### config.mk
export PLATFORM = sky130hd
export DESIGN_NAME = ps2_event_rx_flat
export DESIGN_NICKNAME = d
export VERILOG_FILES = /design/src/rtl/ps2_event_rx_if.sv /design/src/rtl/ps2_event_rx.sv /design/src/flat_wrapper.sv
export SDC_FILE = /design/constraint.sdc
export NUM_CORES = 1
export LEC_CHECK = 0
export ABC_AREA = 1
export ABC_CLOCK_PERIOD_IN_PS = 5200
export BUFFER_PORTS_ARGS = -buffer_cell sky130_fd_sc_hd__buf_2
export CAP_MARGIN = 10
export CORE_ASPECT_RATIO = 2
export CORE_MARGIN = 2
export CORE_UTILIZATION = 65
export DETAILED_ROUTE_END_ITERATION = 10
export PLACE_DENSITY = 0.92
export SKIP_CTS_REPAIR_TIMING = 1
export SLEW_MARGIN = 20
export SYNTH_ARGS = -nofsm -noshare
export SYNTH_HDL_FRONTEND = slang
export SYNTH_SLANG_ARGS = --single-unit
### constraint.sdc
create_clock -name clk -period 5.2 [get_ports clk]
set_input_delay 0.26 -clock clk [delete_from_list [all_inputs] [get_ports clk]]
set_output_delay 0.26 -clock clk [all_outputs]
set_load 0.02 [all_outputs]
### src/rtl/ps2_event_rx_if.sv
// Decoded key-event handshake between the PS/2 receiver (master) and its consumer (slave).
interface ps2_event_rx_if;
    logic [7:0] evt_code;
    logic       evt_ext;
    logic       evt_break;
    logic       evt_valid;
    logic       evt_ready;

    modport master (output evt_code, evt_ext, evt_break, evt_valid, input evt_ready);
    modport slave  (input evt_code, evt_ext, evt_break, evt_valid, output evt_ready);
endinterface

### src/rtl/ps2_event_rx.sv
// PS/2 keyboard receiver: synchronises the line pair, checks 11-bit frames, folds
// E0/F0 prefixes into flags and buffers key events in a small valid/ready FIFO.
module ps2_event_rx #(
    parameter int SYNC_STAGES = 2,
    parameter int TIMEOUT_CYC = 5000,
    parameter int FIFO_DEPTH  = 4
) (
    input  logic           clk,
    input  logic           res,
    input  logic           ps2_clk,
    input  logic           ps2_data,
    ps2_event_rx_if.master evt,
    output logic           frame_err,
    output logic           overflow,
    input  logic           ovf_clr
);
    localparam int PTR_W = $clog2(FIFO_DEPTH);
    localparam int CNT_W = $clog2(TIMEOUT_CYC + 1);

    localparam logic [1:0] ST_IDLE   = 2'd0;
    localparam logic [1:0] ST_DATA   = 2'd1;
    localparam logic [1:0] ST_PARITY = 2'd2;
    localparam logic [1:0] ST_STOP   = 2'd3;

    logic [SYNC_STAGES-1:0] r_clk_sync;
    logic [SYNC_STAGES-1:0] r_data_sync;
    logic                   r_clk_prev;
    logic                   w_fall;
    logic                   w_data;

    // NOTE: clocked state always uses non-blocking assignments so every flop
    // samples the pre-edge value regardless of statement order.
    always_ff @(posedge clk or negedge res) begin
        if (!res) begin
            r_clk_sync  <= '1;
            r_data_sync <= '1;
            r_clk_prev  <= 1'b1;
        end else begin
            r_clk_sync  <= {r_clk_sync[SYNC_STAGES-2:0], ps2_clk};
            r_data_sync <= {r_data_sync[SYNC_STAGES-2:0], ps2_data};
            r_clk_prev  <= r_clk_sync[SYNC_STAGES-1];
        end
    end

    assign w_fall = r_clk_prev & ~r_clk_sync[SYNC_STAGES-1];
    assign w_data = r_data_sync[SYNC_STAGES-1];

    logic [1:0]       r_state;
    logic [2:0]       r_bit_cnt;
    logic [7:0]       r_byte;
    logic             r_parity;
    logic [CNT_W-1:0] r_idle_cnt;
    logic             r_accept;
    logic             r_frame_err;

    // r_accept is high in the cycle after the stop-bit edge, with r_byte holding the frame.
    always_ff @(posedge clk or negedge res) begin
        if (!res) begin
            r_state     <= ST_IDLE;
            r_bit_cnt   <= '0;
            r_byte      <= '0;
            r_parity    <= 1'b0;
            r_idle_cnt  <= '0;
            r_accept    <= 1'b0;
            r_frame_err <= 1'b0;
        end else begin
            r_accept    <= 1'b0;
            r_frame_err <= 1'b0;
            if (r_state != ST_IDLE && !w_fall && r_idle_cnt == CNT_W'(TIMEOUT_CYC)) begin
                r_state     <= ST_IDLE;
                r_idle_cnt  <= '0;
                r_frame_err <= 1'b1;
            end else begin
                if (r_state == ST_IDLE || w_fall) r_idle_cnt <= '0;
                else                              r_idle_cnt <= r_idle_cnt + 1'b1;
                if (w_fall) begin
                    case (r_state)
                        ST_IDLE: begin
                            if (!w_data) begin
                                r_state   <= ST_DATA;
                                r_bit_cnt <= '0;
                            end else begin
                                r_frame_err <= 1'b1;
                            end
                        end
                        ST_DATA: begin
                            r_byte    <= {w_data, r_byte[7:1]};
                            r_bit_cnt <= r_bit_cnt + 1'b1;
                            if (r_bit_cnt == 3'd7) r_state <= ST_PARITY;
                        end
                        ST_PARITY: begin
                            r_parity <= w_data;
                            r_state  <= ST_STOP;
                        end
                        default: begin
                            if (w_data && ((^r_byte) ^ r_parity)) r_accept    <= 1'b1;
                            else                                   r_frame_err <= 1'b1;
                            r_state <= ST_IDLE;
                        end
                    endcase
                end
            end
        end
    end

    assign frame_err = r_frame_err;

    logic r_ext_pend;
    logic r_brk_pend;
    logic w_push;

    assign w_push = r_accept && (r_byte != 8'hE0) && (r_byte != 8'hF0);

    always_ff @(posedge clk or negedge res) begin
        if (!res) begin
            r_ext_pend <= 1'b0;
            r_brk_pend <= 1'b0;
        end else if (r_frame_err || w_push) begin
            r_ext_pend <= 1'b0;
            r_brk_pend <= 1'b0;
        end else if (r_accept) begin
            if (r_byte == 8'hE0) r_ext_pend <= 1'b1;
            if (r_byte == 8'hF0) r_brk_pend <= 1'b1;
        end
    end

    logic [9:0]       r_mem [FIFO_DEPTH];
    logic [PTR_W-1:0] r_wr_ptr;
    logic [PTR_W-1:0] r_rd_ptr;
    logic [PTR_W:0]   r_count;
    logic             r_overflow;
    logic             w_valid;
    logic             w_pop;
    logic             w_full;
    logic             w_wr;
    logic [9:0]       w_head;

    assign w_valid = (r_count != '0);
    assign w_pop   = w_valid & evt.evt_ready;
    assign w_full  = (r_count == (PTR_W+1)'(FIFO_DEPTH));
    assign w_wr    = w_push & (~w_full | w_pop);

    // NOTE: the storage array has no reset; only pointers and count define
    // occupancy, and the head is masked while the FIFO is empty.
    always_ff @(posedge clk) begin
        if (w_wr) r_mem[r_wr_ptr] <= {r_byte, r_ext_pend, r_brk_pend};
    end

    always_ff @(posedge clk or negedge res) begin
        if (!res) begin
            r_wr_ptr   <= '0;
            r_rd_ptr   <= '0;
            r_count    <= '0;
            r_overflow <= 1'b0;
        end else begin
            if (w_wr)  r_wr_ptr <= r_wr_ptr + 1'b1;
            if (w_pop) r_rd_ptr <= r_rd_ptr + 1'b1;
            case ({w_wr, w_pop})
                2'b10:   r_count <= r_count + 1'b1;
                2'b01:   r_count <= r_count - 1'b1;
                default: r_count <= r_count;
            endcase
            if (w_push && !w_wr) r_overflow <= 1'b1;
            else if (ovf_clr)    r_overflow <= 1'b0;
        end
    end

    assign w_head        = r_mem[r_rd_ptr];
    assign evt.evt_valid = w_valid;
    assign evt.evt_code  = w_valid ? w_head[9:2] : 8'h00;
    assign evt.evt_ext   = w_valid & w_head[1];
    assign evt.evt_break = w_valid & w_head[0];
    assign overflow      = r_overflow;
endmodule

### src/flat_wrapper.sv
// flat-port wrapper written by rule: the top's interface ports become plain ports
module ps2_event_rx_flat 
#(
    parameter int SYNC_STAGES = 2,
    parameter int TIMEOUT_CYC = 5000,
    parameter int FIFO_DEPTH  = 4
)
  (clk, res, ps2_clk, ps2_data, frame_err, overflow, ovf_clr, evt_evt_code, evt_evt_ext, evt_evt_break, evt_evt_valid, evt_evt_ready);
  ps2_event_rx_if evt_i ();
  input  logic clk;
  input  logic res;
  input  logic ps2_clk;
  input  logic ps2_data;
  output logic frame_err;
  output logic overflow;
  input  logic ovf_clr;
  output wire logic [$bits(evt_i.evt_code)-1:0] evt_evt_code;
  output wire logic [$bits(evt_i.evt_ext)-1:0] evt_evt_ext;
  output wire logic [$bits(evt_i.evt_break)-1:0] evt_evt_break;
  output wire logic [$bits(evt_i.evt_valid)-1:0] evt_evt_valid;
  input wire logic [$bits(evt_i.evt_ready)-1:0] evt_evt_ready;
  assign evt_evt_code = evt_i.evt_code;
  assign evt_evt_ext = evt_i.evt_ext;
  assign evt_evt_break = evt_i.evt_break;
  assign evt_evt_valid = evt_i.evt_valid;
  assign evt_i.evt_ready = evt_evt_ready;
  ps2_event_rx #(.SYNC_STAGES(SYNC_STAGES), .TIMEOUT_CYC(TIMEOUT_CYC), .FIFO_DEPTH(FIFO_DEPTH)) u_core (.clk(clk), .res(res), .ps2_clk(ps2_clk), .ps2_data(ps2_data), .evt(evt_i), .frame_err(frame_err), .overflow(overflow), .ovf_clr(ovf_clr));
endmodule
Yosys cells after proc, flatten, opt, wreduce, memory -nomap -nowiden. Memory sizes are Yosys's and may differ from the RTL's. Index checks and enable logic that the tools add are counted.

Register bits after elaboration: 44. Bits of input ports: 6. Bits in writable memories: 40. Word-level logic and storage cells: 106. Memories: 1.

Memory list: u_core.r_mem (words 4, width 10, rd ports 1, clocked after memory_dff 0, wr ports 1, RTL line ps2_event_rx.sv:127) `logic [9:0] r_mem [FIFO_DEPTH];`.

$add $sub $neg: 6. Mux-type cells: 30. Equality and inequality tests: 14. Reduce and logical (&&, ||, !) cells: 29. Bitwise operators: 10.

Operator list (number): two-way mux 13 bit (2); two-way mux 1 bit (18); == test 8 bit, second input constant (2); inequality test 8 bit, second input constant (2); nonzero test 2 bit (8); adder 13 x 1 -> 13 bit, second input constant (1); == test 13 bit, second input constant (1); case mux 3 bit (2 select lines) (2); AND reduction 3 bit (3); two-way mux 2 bit (4); two-way mux 8 bit (1); parity 8 bit (1); adder 3 x 1 -> 3 bit, second input constant (2); == test 3 bit, second input constant (2); logical AND 1 bit (6); case mux 2 bit (3 select lines) (1); bitwise AND 1 bit (5); adder 2 x 1 -> 2 bit, second input constant (2); == test 2 x 1 -> 1 bit, second input constant (2); == test 2 bit, second input constant (2); AND reduction 2 bit (2); AND reduction 4 bit (1); two-way mux 3 bit (1); inequality test 3 x 1 -> 1 bit, second input constant (1); 13 further kinds (17).

Logic depth before layout (Yosys ltp). Gate-level depths: netlist of the first run.

Word-level depth: 7. Depth in mapped cells: 14. Depth with buffers taken out: 14.

Least setup slack after synthesis of the first run. Ideal clock, no wire load.

Kind: register to register. From: register u_core.r_byte[4]. To: memory u_core.r_mem[0][0], enable pin. Stages on the path, launching flop included: 8. Data required time: 4.824 ns. Setup time: 0.376 ns. Period minus slack after synthesis: 1.977 ns. Setup slack: 3.223 ns. Data arrival time: 1.600 ns. Path buffers: 0. Path through: dfrtp_1 inv_1 ha_1 nand2_1 nor2_1 nor2_1 nand3_1 nor2_1.

Cells in the longest elaborated chain, start to end: 6.

Ends and longest elaborated chain: from (decl) (RTL line ps2_event_rx.sv:50) `logic [7:0] r_byte;`; from (signal assigned) (RTL line ps2_event_rx.sv:87) `r_byte <= {w_data, r_byte[7:1]};`; inequality test 8 bit (RTL line ps2_event_rx.sv:112) `assign w_push = r_accept && (r_byte != 8'hE0) && (r_byte != 8'hF0);`; logical AND 1 bit (RTL line ps2_event_rx.sv:112); logical AND 1 bit * (RTL line ps2_event_rx.sv:112); bitwise AND 1 bit * (RTL line ps2_event_rx.sv:141) `assign w_wr = w_push & (~w_full | w_pop);`; two-way mux 1 bit * (RTL line ps2_event_rx.sv:146) `if (w_wr) r_mem[r_wr_ptr] <= {r_byte, r_ext_pend, r_brk_pend};`; two-way mux 1 bit (not written as such) * (RTL line ps2_event_rx.sv:146); to (decl) (RTL line ps2_event_rx.sv:127).

Every way passes the cells marked *; elsewhere a longest branch is shown, timed or not.

Final worst setup path of the first run.
From: register u_core.r_byte[2]. To: memory u_core.r_mem[2][2], enable pin.

The elaborated chain is that of the path after synthesis.

==> flow_metrics.tcl, run 1 <==
set metrics [dict create \
    place.gp.congestion 0.835 \
    synth_top_family_by_area "simple AND/OR/NAND/NOR gates" \
    cts.path.max_buffers 2 \
    synthFlopType "edfxtp_1" \
    antenna_found_initial 0 \
    fillCellCount 416 \
    internal-power_mw 1.50 \
    worstRegToRegCells 7 \
    final_cell_area_um2 4440 \
    cpMaxStageDelayCell "nor2_1" \
    async_reset_ff_frac 0.524 \
    synth_xor_area_frac 0.0282 \
    cp.depth 7 \
    first_iter_violations 113 \
    seqCellArea_um2 2310 \
    die_h_um 115 \
    synth-seq-cells 84 \
    hold_violations 0 \
    required_ns 5.16 \
    ys_seq_area_frac 0.572 \
    syn_area_per_cell_um2 9.54 \
    die_w_um 59.7 \
    fin_skew_ns 0.00697 \
    wl_um 7430 \
    grt_pass1_vias 2836 \
    start_kind "flip-flop" \
    hold_slack_ns 0.0229 \
    drt_pass1_iterations 5 \
    ys_types 33 \
    portBuffers 18 \
    n_antenna_cell 0 \
    insertion_delay_ns 0.34 \
    fin_tns_setup_ns 0 \
    synth_mux_area_frac 0 \
    critical_path.cell_chain "inv_1 > ha_1 > nand2_1 > nor2_1 > nor2_1 > nand3_1 > nor2_1" \
    period_needed_ns 2.53 \
    critPathKind "flip-flop to flip-flop" \
    cts_tree "yes" \
    synth-adder-area-share 0.0577 \
    area_growth_pct 10.0 \
    p_switching_mw 0.913 \
    synth_area_um2 4030 \
    slew_headroom 0.359 \
    io_pins 19 \
    routedWlPerCell_um 14.5 \
    grtUsageTotal 0.237 \
    synth_common_cells "nor2_1, nand2_1, inv_1" \
    htreeDepth 3 \
    post-route-period-util 0.486 \
    multi_input_comb_area_um2 1470 \
    yosys_warnings 0 \
    clkPwrFrac 0.251 \
    dp_hpwl_um 5430 \
    cp-end-kind "flip-flop" \
    path_common_cell "nor2_1" \
    fmax_mhz 396 \
    syn_nets 447 \
    numClockSinks 84 \
    leakagePower_nw 1.97 \
    overflow 0 \
    place_area_um2 4160 \
    synth.largest_area_cell "edfxtp_1" \
    syn_inst 423 \
    synth.most_common_cell "nor2_1" \
    yosys.area_share.simple 0.211 \
    seq_power_share 0.400 \
    clkTransAtPathRegs_ns 0.05 \
    max_stage_delay_ns 0.79 \
    irDropWorstVdd_mv 0.479 \
    vias 2780 \
    setup_viol 0 \
    drv_slew 0 \
    cts_buffers 9 \
    yosysTopAreaCellShare 0.298 \
    path_delay_family "simple AND/OR/NAND/NOR gates" \
    maxCapViolations 0 \
    worst_pin_slew_ns 0.962 \
    rows 40 \
    hp-class "input port to flip-flop" \
    cts_root_buffer "clkbuf_16" \
    final_antenna_net_count 0 \
    drive_above_1_share 0.140 \
    ys_top_cells_by_area "edfxtp_1, dfrtp_1, nor2_1" \
    die_area_um2 6890 \
    initial_core_util 0.672 \
    rsz0062_at_grt "false" \
    fin_nets 469 \
    crit_fanout 10 \
    crit_buf_inv 1 \
    grt_pass1_wl_um 11800 \
    viasPerCell 5.43 \
    powerDensity_nw_per_um2 543 \
    status "complete, no violations" \
    synth-edff-count 40 \
    cp.arrival_ns 2.49 \
    combPwrFrac 0.349 \
    synth-compound-area-share 0.0685 \
    grt_start_max_net_pins 45 \
    hold_path_depth 1 \
    sw_frac_of_total 0.379 \
    drc 0 \
    coreArea_um2 6010 \
]
==> power by group through the flow <==
stage	Combinational (mW)	Sequential, mW	Clock, mW
finish	0.842	0.963	0.606
global route	0.949	0.979	0.643
CTS	0.854	0.963	0.612
detailed placement	0.838	0.975	0
global placement	0.802	0.958	0
floorplan	0.673	0.915	0
==> metal layers <==
layer	up-vias	part of all wire	GRT usage	wire [um]
met2	45	0.59	0.447	4390
met3	23	0.023	0.0580	170
met5	-	0	0	0
met4	0	0.033	0.144	245
met1	1316	0.35	0.209	2620
li1	1396	-	-	-
==> worst paths after layout <==
check | startpoint | slack (ns) | end
worst max-delay path | u_core.r_byte[2] | 2.67 | u_core.r_mem[2][2]
worst min-delay path | ps2_clk | 0.02 | u_core.r_clk_sync[0]
worst max register to register | u_core.r_byte[2] | 2.67 | u_core.r_mem[2][2]
worst min register to register | u_core.r_data_sync[0] | 0.35 | u_core.r_data_sync[1]
max in group asynchronous | res | 4.52 | u_core.r_byte[1]
min in group asynchronous | res | 0.08 | u_core.r_idle_cnt[10]
==> cells by family after synthesis <==
family,Yosys count
AO/OA/AOI/OAI,49
XOR/XNOR,13
adder cells (fa/ha/maj),18
buffers and inverters,62
flip-flops,84
AND/OR/NAND/NOR,197
==> metrics by stage <==
stage	power, mW	setup WS (ns)	cells	util
floorplan	1.59	3.22	423	-
global placement	1.76	2.86	497	0.692
detailed placement	1.81	2.68	497	0.692
CTS	2.43	2.65	512	0.739
global route	2.57	2.49	512	0.739
finish	2.41	2.67	512	0.739
==> area by class of cell <==
cell class,count,share of cell area
Clock inverter,5,0.0121
Multi-Input combinational cell,277,0.332
Sequential cell,84,0.520
Inverter,55,0.0465
Timing Repair Buffer,18,0.0203
Clock buffer,10,0.0516
Tap cell,63,0.0178
==> placed cells by master (no fill, tap or decap), types with 2 or more instances in the layout <==
cell / n
nor2_2: 5
nand4_1: 4
nand2_2: 4
inv_2: 4
dfstp_2: 5
inv_1: 49
nand2_1: 72
xnor2_1: 3
clkinv_1: 3
o21ai_2: 6
nor3_1: 5
dfrtp_1: 39
o21ai_0: 23
a21oi_1: 16
edfxtp_1: 40
clkinvlp_4: 2
buf_2: 18
a21oi_2: 2
nand3_1: 13
nor3_2: 2
xor2_1: 10
nor2_1: 86
clkbuf_16: 9
ha_1: 17
==> state kept, by name (all words and copies together) (netlist names), 3 cells and up <==
name and cells:
u_core.r_idle_cnt 13, u_core.r_count 3, u_core.r_mem 40, u_core.r_bit_cnt 3, u_core.r_byte 8
No activity file was read; power rests on OpenSTA's default activity.
==> run 2, diff against run 1 <==
--- a/config.mk
+++ b/config.mk
@@ -6,14 +6,14 @@
 export NUM_CORES = 1
 export LEC_CHECK = 0
 export ABC_AREA = 1
-export ABC_CLOCK_PERIOD_IN_PS = 5200
+export ABC_CLOCK_PERIOD_IN_PS = 2600
 export BUFFER_PORTS_ARGS = -buffer_cell sky130_fd_sc_hd__buf_2
 export CAP_MARGIN = 10
 export CORE_ASPECT_RATIO = 2
 export CORE_MARGIN = 2
-export CORE_UTILIZATION = 65
+export CORE_UTILIZATION = 61
 export DETAILED_ROUTE_END_ITERATION = 10
-export PLACE_DENSITY = 0.92
+export PLACE_DENSITY = 0.87
 export SKIP_CTS_REPAIR_TIMING = 1
 export SLEW_MARGIN = 20
 export SYNTH_ARGS = -nofsm -noshare
==> constraint.sdc (replaced) <==
create_clock -name clk -period 2.6 [get_ports clk]
set_input_delay 0.13 -clock clk [delete_from_list [all_inputs] [get_ports clk]]
set_output_delay 0.13 -clock clk [all_outputs]
set_load 0.02 [all_outputs]
==> run 2 against run 1 <==
Effect of this change: global-route usage down 1.1 points; worst setup slack worse by 2.3 ns; non-clock buffer count up 8; hold slack worse by 0.013 ns; routed wire length up 0.34%; largest cell class unchanged; largest power group unchanged.
==> flow_metrics.tcl, run 2 (synthesis results as in run 1) <==
set metrics [dict create \
    top_register "u_core.r_mem" \
    cts_root_buffer "clkbuf_16" \
    total_power_mw 4.87 \
    final_antenna_net_count 0 \
    area_growth_pct 13.0 \
    coreArea_um2 6520 \
    dp.cells 527 \
    post-route-period-util 0.861 \
    required_ns 2.47 \
    rows 42 \
    insertion_delay_ns 0.34 \
    initial_core_util 0.619 \
    drt_pass1_iterations 4 \
    cp.arrival_ns 2.11 \
    period_needed_ns 2.24 \
    powerDensity_nw_per_um2 1070 \
    numClockSinks 84 \
    fin_tns_setup_ns 0 \
    portBuffers 18 \
    fmax_mhz 447 \
    grt_pass1_wl_um 12100 \
    cts_buffers 9 \
    cts.path.max_buffers 2 \
    path_delay_family "flip-flops" \
    wl_um 7460 \
    worst_pin_slew_ns 0.567 \
    wl_met3_um 206 \
    start_kind "flip-flop" \
    cpMaxStageDelayCell "dfrtp_1" \
    largest_reg_flops 40 \
    final_cells 546 \
    n_antenna_cell 0 \
    status "complete, no violations" \
    critical_path.cell_chain "clkinv_1 > nor2_1 > o21ai_0 > a21oi_1 > buf_2" \
    routedWlPerCell_um 13.7 \
    first_iter_violations 151 \
    drc 0 \
    grt_pass1_vias 2722 \
    reg_top3 "u_core.r_mem: 40 flops, u_core.r_idle_cnt: 13 flops, u_core.r_byte: 8 flops" \
    drv_slew 0 \
    hold_slack_ns 0.0102 \
    slew_headroom 0.622 \
    fin_nets 477 \
    hp-class "input port to flip-flop" \
    irDropWorstVdd_mv 0.666 \
    htreeDepth 3 \
    overflow 0 \
    vias 2762 \
    die_h_um 119 \
    wl_met1_um 3070 \
    grt_start_max_net_pins 45 \
    final_common_cell "nor2_1" \
    crit_buf_inv 2 \
    setup_viol 0 \
    die_w_um 61.5 \
    leakagePower_nw 2.03 \
    clkTransAtPathRegs_ns 0.06 \
    cp-end-kind "primary output" \
    max_stage_delay_ns 0.65 \
    io_pins 19 \
    final_cell_mix "nor2_1, nand2_1, inv_1" \
    maxCapViolations 0 \
    fillCellCount 490 \
    rsz0062_at_grt "false" \
    place.gp.congestion 0.896 \
    antenna_found_initial 0 \
    cts_tree "yes" \
    final_core_util 0.700 \
    fin_skew_ns 0.00568 \
    drive_above_1_share 0.151 \
    wl_met2_um 4020 \
    dp_hpwl_um 5040 \
    highest_layer "met4" \
    die_area_um2 7320 \
    r2r_setup_slack_ns 0.50 \
    crit_fanout 12 \
    viasPerCell 5.06 \
    critPathKind "flip-flop to primary output" \
    hold_violations 0 \
    grtUsageTotal 0.226 \
]
[run 2: through the flow]
stage          cell area (um2)  worst slack [ns]
2_1_floorplan             4030             0.623
3_3_place_gp              4230             0.609
3_5_place_dp              4230             0.531
4_1_cts                   4530             0.327
5_1_grt                   4560             0.154
6_report                  4560             0.362
[run 2: layout make-up]
class / instances / area (um2) / share of cell area
clock buffers: 10 / 239 / 0.0524
clock inverters: 6 / 62.6 / 0.0137
inverters: 55 / 206 / 0.0453
multi-input cells: 277 / 1470 / 0.323
flip-flops and latches: 84 / 2310 / 0.506
well taps: 88 / 110 / 0.0241
repair buffers: 26 / 160 / 0.0351
[run 2: per-layer routing]
| metal | GRT usage | vias to the layer above |
|---|---|---|
| met1 | 0.273 | 1291 |
| met3 | 0.0597 | 15 |
| met4 | 0.0997 | 0 |
| li1 | - | 1413 |
| met2 | 0.366 | 43 |
| met5 | 0 | - |
[run 2: path summary, 6_finish.rpt]
| check | from | endpoint | cells after the start |
|---|---|---|---|
| worst max register to register | u_core.r_byte[2] | u_core.r_count[2] | 13 |
| min in group asynchronous | res | u_core.r_count[2] | 2 |
| worst min-delay path | ovf_clr | u_core.overflow | 2 |
| worst max-delay path | u_core.r_rd_ptr[1] | evt_evt_code[5] | 5 |
| worst min register to register | u_core.r_clk_sync[0] | u_core.r_clk_sync[1] | 0 |
| max in group asynchronous | res | u_core.r_clk_sync[1] | 2 |
[run 2: where the power goes]
part	internal (mW)	switching, mW
registers	1.66	0.233
logic	0.617	1.12
clock network	0.767	0.483
total	3.04	1.83
